## src/rtl/mult_div_if.sv

```systemverilog
// rtl/mult_div_if.sv - request/result bundle between control unit and mult_div
interface mult_div_if;
    logic        Start;
    logic        Op;
    logic [31:0] A;
    logic [31:0] B;
    logic        Busy;
    logic        Done;
    logic        DivZero;
    logic [31:0] Hi;
    logic [31:0] Lo;

    modport master (
        output Start, Op, A, B,
        input  Busy, Done, DivZero, Hi, Lo
    );

    modport slave (
        input  Start, Op, A, B,
        output Busy, Done, DivZero, Hi, Lo
    );
endinterface

```

## src/rtl/mult_div.sv

```systemverilog
// rtl/mult_div.sv - 32-cycle iterative signed Booth multiply / restoring divide with Hi/Lo
module mult_div (
    input logic       clock,
    input logic       reset,
    mult_div_if.slave bus
);
    typedef enum logic [1:0] {IDLE, RUN, FINISH} state_t;

    state_t      state_q, state_d;
    logic [5:0]  cnt_q, cnt_d;
    logic        op_q, op_d;
    logic        divz_q, divz_d;
    logic        sa_q, sa_d;
    logic        sb_q, sb_d;
    logic [32:0] acc_q, acc_d;
    logic [31:0] mq_q, mq_d;
    logic        qm1_q, qm1_d;
    logic [31:0] m_q, m_d;
    logic        busy_q, busy_d;
    logic        done_q, done_d;
    logic        dz_q, dz_d;
    logic [31:0] hi_q, hi_d;
    logic [31:0] lo_q, lo_d;

    // Accumulator carries one guard bit so that subtracting -2^31 cannot overflow.
    logic [32:0] booth_addend;
    logic [32:0] booth_sum;
    logic [32:0] rem_shift;
    logic [33:0] rem_diff;
    logic [31:0] abs_a, abs_b;
    logic [31:0] quo_fix, rem_fix;

    assign booth_addend = ({mq_q[0], qm1_q} == 2'b01) ? {m_q[31], m_q} :
                          ({mq_q[0], qm1_q} == 2'b10) ? -{m_q[31], m_q} : 33'd0;
    assign booth_sum    = acc_q + booth_addend;
    assign rem_shift    = {acc_q[31:0], mq_q[31]};
    assign rem_diff     = {1'b0, rem_shift} - {2'b00, m_q};
    assign abs_a        = bus.A[31] ? -bus.A : bus.A;
    assign abs_b        = bus.B[31] ? -bus.B : bus.B;
    assign quo_fix      = (sa_q ^ sb_q) ? -mq_q : mq_q;
    assign rem_fix      = sa_q ? -acc_q[31:0] : acc_q[31:0];

    always_comb begin
        state_d = state_q;
        cnt_d   = cnt_q;
        op_d    = op_q;
        divz_d  = divz_q;
        sa_d    = sa_q;
        sb_d    = sb_q;
        acc_d   = acc_q;
        mq_d    = mq_q;
        qm1_d   = qm1_q;
        m_d     = m_q;
        busy_d  = busy_q;
        done_d  = 1'b0;
        dz_d    = 1'b0;
        hi_d    = hi_q;
        lo_d    = lo_q;
        unique case (state_q)
            IDLE: begin
                if (bus.Start) begin
                    op_d   = bus.Op;
                    sa_d   = bus.A[31];
                    sb_d   = bus.B[31];
                    cnt_d  = 6'd0;
                    acc_d  = 33'd0;
                    qm1_d  = 1'b0;
                    busy_d = 1'b1;
                    if (bus.Op) begin
                        mq_d    = abs_a;
                        m_d     = abs_b;
                        divz_d  = (bus.B == 32'd0);
                        state_d = (bus.B == 32'd0) ? FINISH : RUN;
                    end else begin
                        mq_d    = bus.B;
                        m_d     = bus.A;
                        divz_d  = 1'b0;
                        state_d = RUN;
                    end
                end
            end
            RUN: begin
                cnt_d = cnt_q + 6'd1;
                if (op_q) begin
                    // mq_q shifts out dividend bits at the top and collects quotient bits at the bottom.
                    if (!rem_diff[33]) begin
                        acc_d = rem_diff[32:0];
                        mq_d  = {mq_q[30:0], 1'b1};
                    end else begin
                        acc_d = rem_shift;
                        mq_d  = {mq_q[30:0], 1'b0};
                    end
                end else begin
                    acc_d = {booth_sum[32], booth_sum[32:1]};
                    mq_d  = {booth_sum[0], mq_q[31:1]};
                    qm1_d = mq_q[0];
                end
                if (cnt_q == 6'd31) begin
                    state_d = FINISH;
                end
            end
            FINISH: begin
                busy_d  = 1'b0;
                done_d  = 1'b1;
                state_d = IDLE;
                if (divz_q) begin
                    dz_d = 1'b1;
                end else if (op_q) begin
                    hi_d = rem_fix;
                    lo_d = quo_fix;
                end else begin
                    hi_d = acc_q[31:0];
                    lo_d = mq_q;
                end
            end
            default: state_d = IDLE;
        endcase
    end

    always_ff @(posedge clock) begin
        if (reset) begin
            state_q <= IDLE;
            cnt_q   <= 6'd0;
            op_q    <= 1'b0;
            divz_q  <= 1'b0;
            sa_q    <= 1'b0;
            sb_q    <= 1'b0;
            acc_q   <= 33'd0;
            mq_q    <= 32'd0;
            qm1_q   <= 1'b0;
            m_q     <= 32'd0;
            busy_q  <= 1'b0;
            done_q  <= 1'b0;
            dz_q    <= 1'b0;
            hi_q    <= 32'd0;
            lo_q    <= 32'd0;
        end else begin
            state_q <= state_d;
            cnt_q   <= cnt_d;
            op_q    <= op_d;
            divz_q  <= divz_d;
            sa_q    <= sa_d;
            sb_q    <= sb_d;
            acc_q   <= acc_d;
            mq_q    <= mq_d;
            qm1_q   <= qm1_d;
            m_q     <= m_d;
            busy_q  <= busy_d;
            done_q  <= done_d;
            dz_q    <= dz_d;
            hi_q    <= hi_d;
            lo_q    <= lo_d;
        end
    end

    assign bus.Busy    = busy_q;
    assign bus.Done    = done_q;
    assign bus.DivZero = dz_q;
    assign bus.Hi      = hi_q;
    assign bus.Lo      = lo_q;
endmodule

```

## src/flat_wrapper.sv

```systemverilog
// flat-port wrapper written by rule: the top's interface ports become plain ports
module mult_div_flat 
  (clock, reset, bus_Start, bus_Op, bus_A, bus_B, bus_Busy, bus_Done, bus_DivZero, bus_Hi, bus_Lo);
  mult_div_if bus_i ();
  input logic clock;
  input logic reset;
  input wire logic [$bits(bus_i.Start)-1:0] bus_Start;
  input wire logic [$bits(bus_i.Op)-1:0] bus_Op;
  input wire logic [$bits(bus_i.A)-1:0] bus_A;
  input wire logic [$bits(bus_i.B)-1:0] bus_B;
  output wire logic [$bits(bus_i.Busy)-1:0] bus_Busy;
  output wire logic [$bits(bus_i.Done)-1:0] bus_Done;
  output wire logic [$bits(bus_i.DivZero)-1:0] bus_DivZero;
  output wire logic [$bits(bus_i.Hi)-1:0] bus_Hi;
  output wire logic [$bits(bus_i.Lo)-1:0] bus_Lo;
  assign bus_i.Start = bus_Start;
  assign bus_i.Op = bus_Op;
  assign bus_i.A = bus_A;
  assign bus_i.B = bus_B;
  assign bus_Busy = bus_i.Busy;
  assign bus_Done = bus_i.Done;
  assign bus_DivZero = bus_i.DivZero;
  assign bus_Hi = bus_i.Hi;
  assign bus_Lo = bus_i.Lo;
  mult_div u_core (.clock(clock), .reset(reset), .bus(bus_i));
endmodule
```

## config.mk

```make
export PLATFORM = sky130hd
export DESIGN_NAME = mult_div_flat
export DESIGN_NICKNAME = d
export VERILOG_FILES = /design/src/rtl/mult_div_if.sv /design/src/rtl/mult_div.sv /design/src/flat_wrapper.sv
export SDC_FILE = /design/constraint.sdc
export NUM_CORES = 1
export LEC_CHECK = 0
export ABC_AREA = 1
export CORE_UTILIZATION = 50
export DETAILED_ROUTE_END_ITERATION = 8
export PLACE_DENSITY = 0.7
export SETUP_SLACK_MARGIN = 0.15
export SYNTH_ARGS = -nofsm -noshare
export SYNTH_HDL_FRONTEND = slang
export SYNTH_SLANG_ARGS = --single-unit
```

## constraint.sdc

```tcl
create_clock -name clock -period 4.2 [get_ports clock]
set_input_delay 1.26 -clock clock [delete_from_list [all_inputs] [get_ports clock]]
set_output_delay 1.26 -clock clock [all_outputs]
set_load 0.05 [all_outputs]
```

**Yosys cells after proc, flatten, opt, wreduce, memory -nomap -nowiden**

Index checks and enable logic that the tools add are counted.

- Add/sub/neg operators: 8
- Reduce and logical (&&, ||, !) cells: 11
- Equality and inequality tests: 8
- Muxes and demuxes: 33
- Bitwise logic cells: 3

Operators by type and width:

| cell | count |
|---|---|
| 2-to-1 mux 32 bit | 10 |
| 2-to-1 mux 33 bit | 5 |
| negator 32 bit | 4 |
| case mux 33 bit (2 select lines) | 1 |
| case mux 32 bit (2 select lines) | 1 |
| subtractor 33 x 32 -> 34 bit | 1 |
| adder 33 bit | 1 |
| negator 33 bit | 1 |
| logical NOT 32 bit | 1 |
| case mux 6 bit (2 select lines) | 1 |
| AND reduction 2 bit | 5 |
| 2-to-1 mux 2 bit | 4 |
| 2-to-1 mux 1 bit | 7 |
| adder 6 x 1 -> 6 bit, second input constant | 1 |
| equality test 6 x 5 -> 1 bit, second input constant | 1 |
| 2-to-1 mux 6 bit | 1 |
| equality test 2 x 1 -> 1 bit, second input constant | 2 |
| equality test 2 bit, second input constant | 2 |
| inequality test 2 bit, second input constant | 2 |
| case mux 1 bit (2 select lines) | 2 |
| case mux 2 bit (2 select lines) | 1 |
| nonzero test 2 bit | 2 |
| AND reduction 3 bit | 1 |
| logical NOT 2 bit | 1 |
| other kinds (4) | 5 |

- Input port bits: 68
- Output and inout port bits: 67
- Register bits after elaboration: 177

**Longest topological paths before layout**

- Word-level depth: 6
- Gate-level depth with buffers: 28

**Worst setup path before layout**

No wires, ideal clock.

- Kind: register to register
- Start point: register u_core.m_q[1]
- End point: register u_core.acc_q[32]
- Arrival time: 2,995 ps
- Slack: 1,138 ps
- Buffers on the path: 0
- Stages on the path, launching flop included: 27
- Data required time: 4,133 ps
- Path through: dfxtp_1 -> inv_1 -> ha_1 -> nand2_1 -> nor2_1 -> nand2_1 -> inv_1 -> nand2_1 -> inv_1 -> nand2_1 -> inv_1 -> nand2_1 -> nor2_1 -> nor2_1 -> xor2_1 -> nor2_1 -> ha_1 -> nand2_1 -> nor2_1 -> nand2_1 -> nor3_1 -> nand2_1 -> nand3_1 -> nand3_1 -> nand3_1 -> nand3_1 -> a21oi_2

- Word-level cells in the longest chain between the ends: 6
- Elaborated cells on any way between the ends: 8

RTL lines:

| item | line | text |
|---|---|---|
| start, declared | mult_div.sv:18 | `logic [31:0] m_q, m_d;` |
| start signal, assigned | mult_div.sv:147 | `m_q <= m_d;` |
| negator 33 bit | mult_div.sv:34 | `({mq_q[0], qm1_q} == 2'b10) ? -{m_q[31], m_q} : 33'd0;` |
| 2-to-1 mux 33 bit | mult_div.sv:34 |  |
| 2-to-1 mux 33 bit | mult_div.sv:33 | `assign booth_addend = ({mq_q[0], qm1_q} == 2'b01) ? {m_q[31], m_q} :` |
| adder 33 bit | mult_div.sv:35 | `assign booth_sum = acc_q + booth_addend;` |
| 2-to-1 mux 33 bit * | mult_div.sv:84 | `if (op_q) begin` |
| case mux 33 bit (2 select lines) * | mult_div.sv:59 | `unique case (state_q)` |
| end signal, assigned | mult_div.sv:128 | `acc_q <= 33'd0;` |
| end signal, assigned | mult_div.sv:144 | `acc_q <= acc_d;` |
| end, declared | mult_div.sv:15 | `logic [32:0] acc_q, acc_d;` |

Every way passes the cells marked *; elsewhere a longest branch is shown, timed or not.
A chain may end at the register's enable or synchronous reset.

**Final worst setup path**

- Start point: register u_core.m_q[0]
- End point: register u_core.acc_q[25]

Same word-level chain as after synthesis.

==> results_dict.tcl <==
set metrics [dict create \
    initial_core_util 0.507 \
    cts_sinks 177 \
    drt-wirelength-per-cell_um 18.9 \
    powerDensity_mw_per_mm2 338 \
    status "finished, final reports clean" \
    wl_mm 63.6 \
    fin_nets 3052 \
    cpMostUsedCell "nand2_1" \
    fp.dieW_um 184 \
    antenna_found_initial 0 \
    area_growth_pct 14.8 \
    end_kind "register" \
    hold_buffers 0 \
    detail-route-antenna-nets 0 \
    yosys.area_share.simple 0.347 \
    setup_violations 0 \
    avgSynthCellArea_um2 5.84 \
    async_flop_share 0 \
    ir_drop_mv 0.300 \
    timing.fmax_mhz 265 \
    drt_pass1_iterations 6 \
    dr.first_iter.drc_count 1836 \
    cts_max_level 4 \
    clkTransAtPathRegs_ns 0.07 \
    leakagePower_nw 8.88 \
    io-pin-count 135 \
    period_minus_slack_ns 3.77 \
    critPathRequiredTime_ns 4.50 \
    gr-total-overflow 0 \
    grtUsageMet2 0.612 \
    final_util 0.582 \
    first_global_vias 17700 \
    maxCapViolCount 0 \
    clockBufferDepth 2 \
    syn-num-nets 2966 \
    cpPeakStageDelay_ns 0.39 \
    viasPerCell 5.75 \
    final.setup_skew_ns 0.0132 \
    synth-edff-count 0 \
    seq_area_frac_synth 0.215 \
    numPortBuffers 134 \
    hold_class "reg -> reg" \
    synth_compound_area_frac 0.224 \
    synthDistinctLibCells 53 \
    gp_congestion 1.06 \
    grt_pass1_wl_mm 97.8 \
    crit_type "reg -> reg" \
    startpoint_type "register" \
    ys_ff_latch 177 \
    synth_ff_type "dfxtp_1" \
    die-area_mm2 0.0337 \
    cts_tree "built" \
    clock_latency_ns 0.45 \
    hold_viol 0 \
    syn_area_mm2 0.0165 \
    netlist_instances 2825 \
    crit_arrival_ns 4.07 \
    synth-warning-count 0 \
    grt_max_degree 64 \
    power_mw 6.39 \
    rsz0062_at_grt "yes" \
    post-dp-hpwl_mm 50.5 \
    die_h_um 184 \
    numCtsBuffers 17 \
    grt-busiest-layer "met2" \
    fillers 3430 \
    maxSlewHeadroom 0.291 \
    drc 0 \
    drive_above_1_share 0.0540 \
    drv_slew 0 \
    core-area_mm2 0.0325 \
    synth_top_family_by_area "simple AND/OR/NAND/NOR gates" \
    cts_root_buf "clkbuf_16" \
    slowest_stage "ha_1" \
    synth_mux_area_frac 0 \
    setup_tns_ns 0 \
    period_share 0.898 \
    final_cells 3366 \
    use_met1 0.487 \
    core.rowCount 66 \
    vias 19400 \
    worst-path-max-fanout 5 \
    tightest_slew_ns 1.06 \
    diodes 0 \
    use_met3 0.0469 \
    synthAdderAreaFrac 0.0563 \
    path_cells "nor3_2 -> nand3_2 -> nor3_4 -> nand4_4 -> nor2_4 -> nand3_1 -> o21ai_1 -> nand2_1 -> nand2_1 -> nor2_2 -> ha_1 -> nand2_1 -> nor2_1 -> nand2_1 -> inv_1 -> nand3_1 -> nand3_1 -> nand3_1 -> nand2_1 -> inv_1 -> nand2_1 -> a21oi_1" \
    placed_cells 3334 \
    synth-xor-area-share 0.0414 \
    grt.total_usage 0.376 \
]
## power by group
group	total, mW	switching, mW	internal, mW
combinational	2.70	1.83	0.864
clock	1.73	0.741	0.985
sequential	1.97	0.170	1.80
total	6.39	2.74	3.65
## through the flow
| stage | setup WS, ns | hold WS (ns) | instance area, um2 |
|---|---|---|---|
| after detailed placement | 0.401 | 0.447 | 18300 |
| after global routing | 0.122 | 0.497 | 18900 |
| after CTS | 0.370 | 0.460 | 18900 |
| final | 0.428 | 0.462 | 18900 |
| after floorplan | 1.14 | 0.426 | 16500 |
| after global placement | 0.483 | 0.441 | 18300 |
## logic make-up after synthesis
| group | Yosys count |
|---|---|
| and+or+nand+nor | 1338 |
| AOI/OAI and AO/OA | 665 |
| buffers and inverters | 494 |
| adders and majority gates | 73 |
| DFF | 177 |
| xor gates and xnor gates | 78 |
## cell type report
class,instances,area [um2],area share
Clock buffer,20,457,0.0241
Sequential cell,177,3540,0.187
Clock inverter,12,173,0.00912
Tap cell,442,553,0.0292
Timing Repair Buffer,172,1650,0.0874
Inverter,389,1460,0.0771
Multi-Input combinational cell,2154,11100,0.586
## repair_timing
action                                  4_1_cts  5_1_grt
setup buffers                                 0        0
endpoints found under the setup margin        0       10
gates resized for setup                       0        9
## registers in the layout, summed over array words and instances (netlist names)
name / cells
u_core.mq_q: 32
u_core.state_q: 2
u_core.bus.Busy: 1
u_core.sa_q: 1
u_core.sb_q: 1
u_core.bus.Hi: 32
u_core.m_q: 32
u_core.bus.DivZero: 1
u_core.op_q: 1
u_core.acc_q: 33
u_core.qm1_q: 1
u_core.bus.Done: 1
u_core.divz_q: 1
u_core.bus.Lo: 32
u_core.cnt_q: 6
## metal layers
| metal | wire length (um) | vias to the layer above | part of all wire |
|---|---|---|---|
| met5 | 0 | - | 0 |
| met4 | 3560 | 0 | 0.056 |
| met3 | 4720 | 149 | 0.074 |
| met2 | 28400 | 851 | 0.45 |
| met1 | 26900 | 8892 | 0.42 |
| li1 | - | 9465 | - |
## worst paths after layout
path,end,cells after the start,startpoint,slack [ns]
max,u_core.acc_q[25],22,u_core.m_q[0],0.43
min,u_core.m_q[25],2,u_core.m_q[25],0.46
max reg2reg,u_core.acc_q[25],22,u_core.m_q[0],0.43
min reg2reg,u_core.m_q[25],2,u_core.m_q[25],0.46
## synthesized netlist by cell type, types with 16 or more instances
cell type / n / area, um2
a21oi_1: 267 / 1340
a31oi_1: 28 / 175
clkbuf_1: 87 / 327
dfxtp_1: 177 / 3540
ha_1: 71 / 888
inv_1: 373 / 1400
nand2_1: 706 / 2650
nand3_1: 156 / 781
nand4_1: 40 / 250
nor2_1: 298 / 1120
nor3_1: 61 / 305
o211ai_1: 31 / 233
o21a_1: 17 / 128
o21ai_0: 231 / 1160
o21ai_1: 16 / 80.1
o21bai_1: 17 / 128
o221ai_1: 22 / 193
xnor2_1: 26 / 228
xor2_1: 52 / 455
## critical path, delay by kind of cell, from the launching register on
| family | cells | cell delay [ns] |
|---|---|---|
| and+or+nand+nor | 17 | 2.44 |
| adders and majority gates | 1 | 0.39 |
| DFF | 1 | 0.34 |
| AOI/OAI and AO/OA | 2 | 0.25 |
| buffers and inverters | 2 | 0.19 |
## layout by cell type (no fill, tap or decap), types with 40 or more instances in the layout
cell             count
nor3_1              60
nand2_1            705
inv_1              372
ha_1                71
xor2_1              52
clkdlybuf4s50_1    132
nand4_1             40
dfxtp_1            176
nand3_1            156
a21oi_1            266
o21ai_0            231
nor2_1             292
No activity file was read; power rests on OpenSTA's default activity.
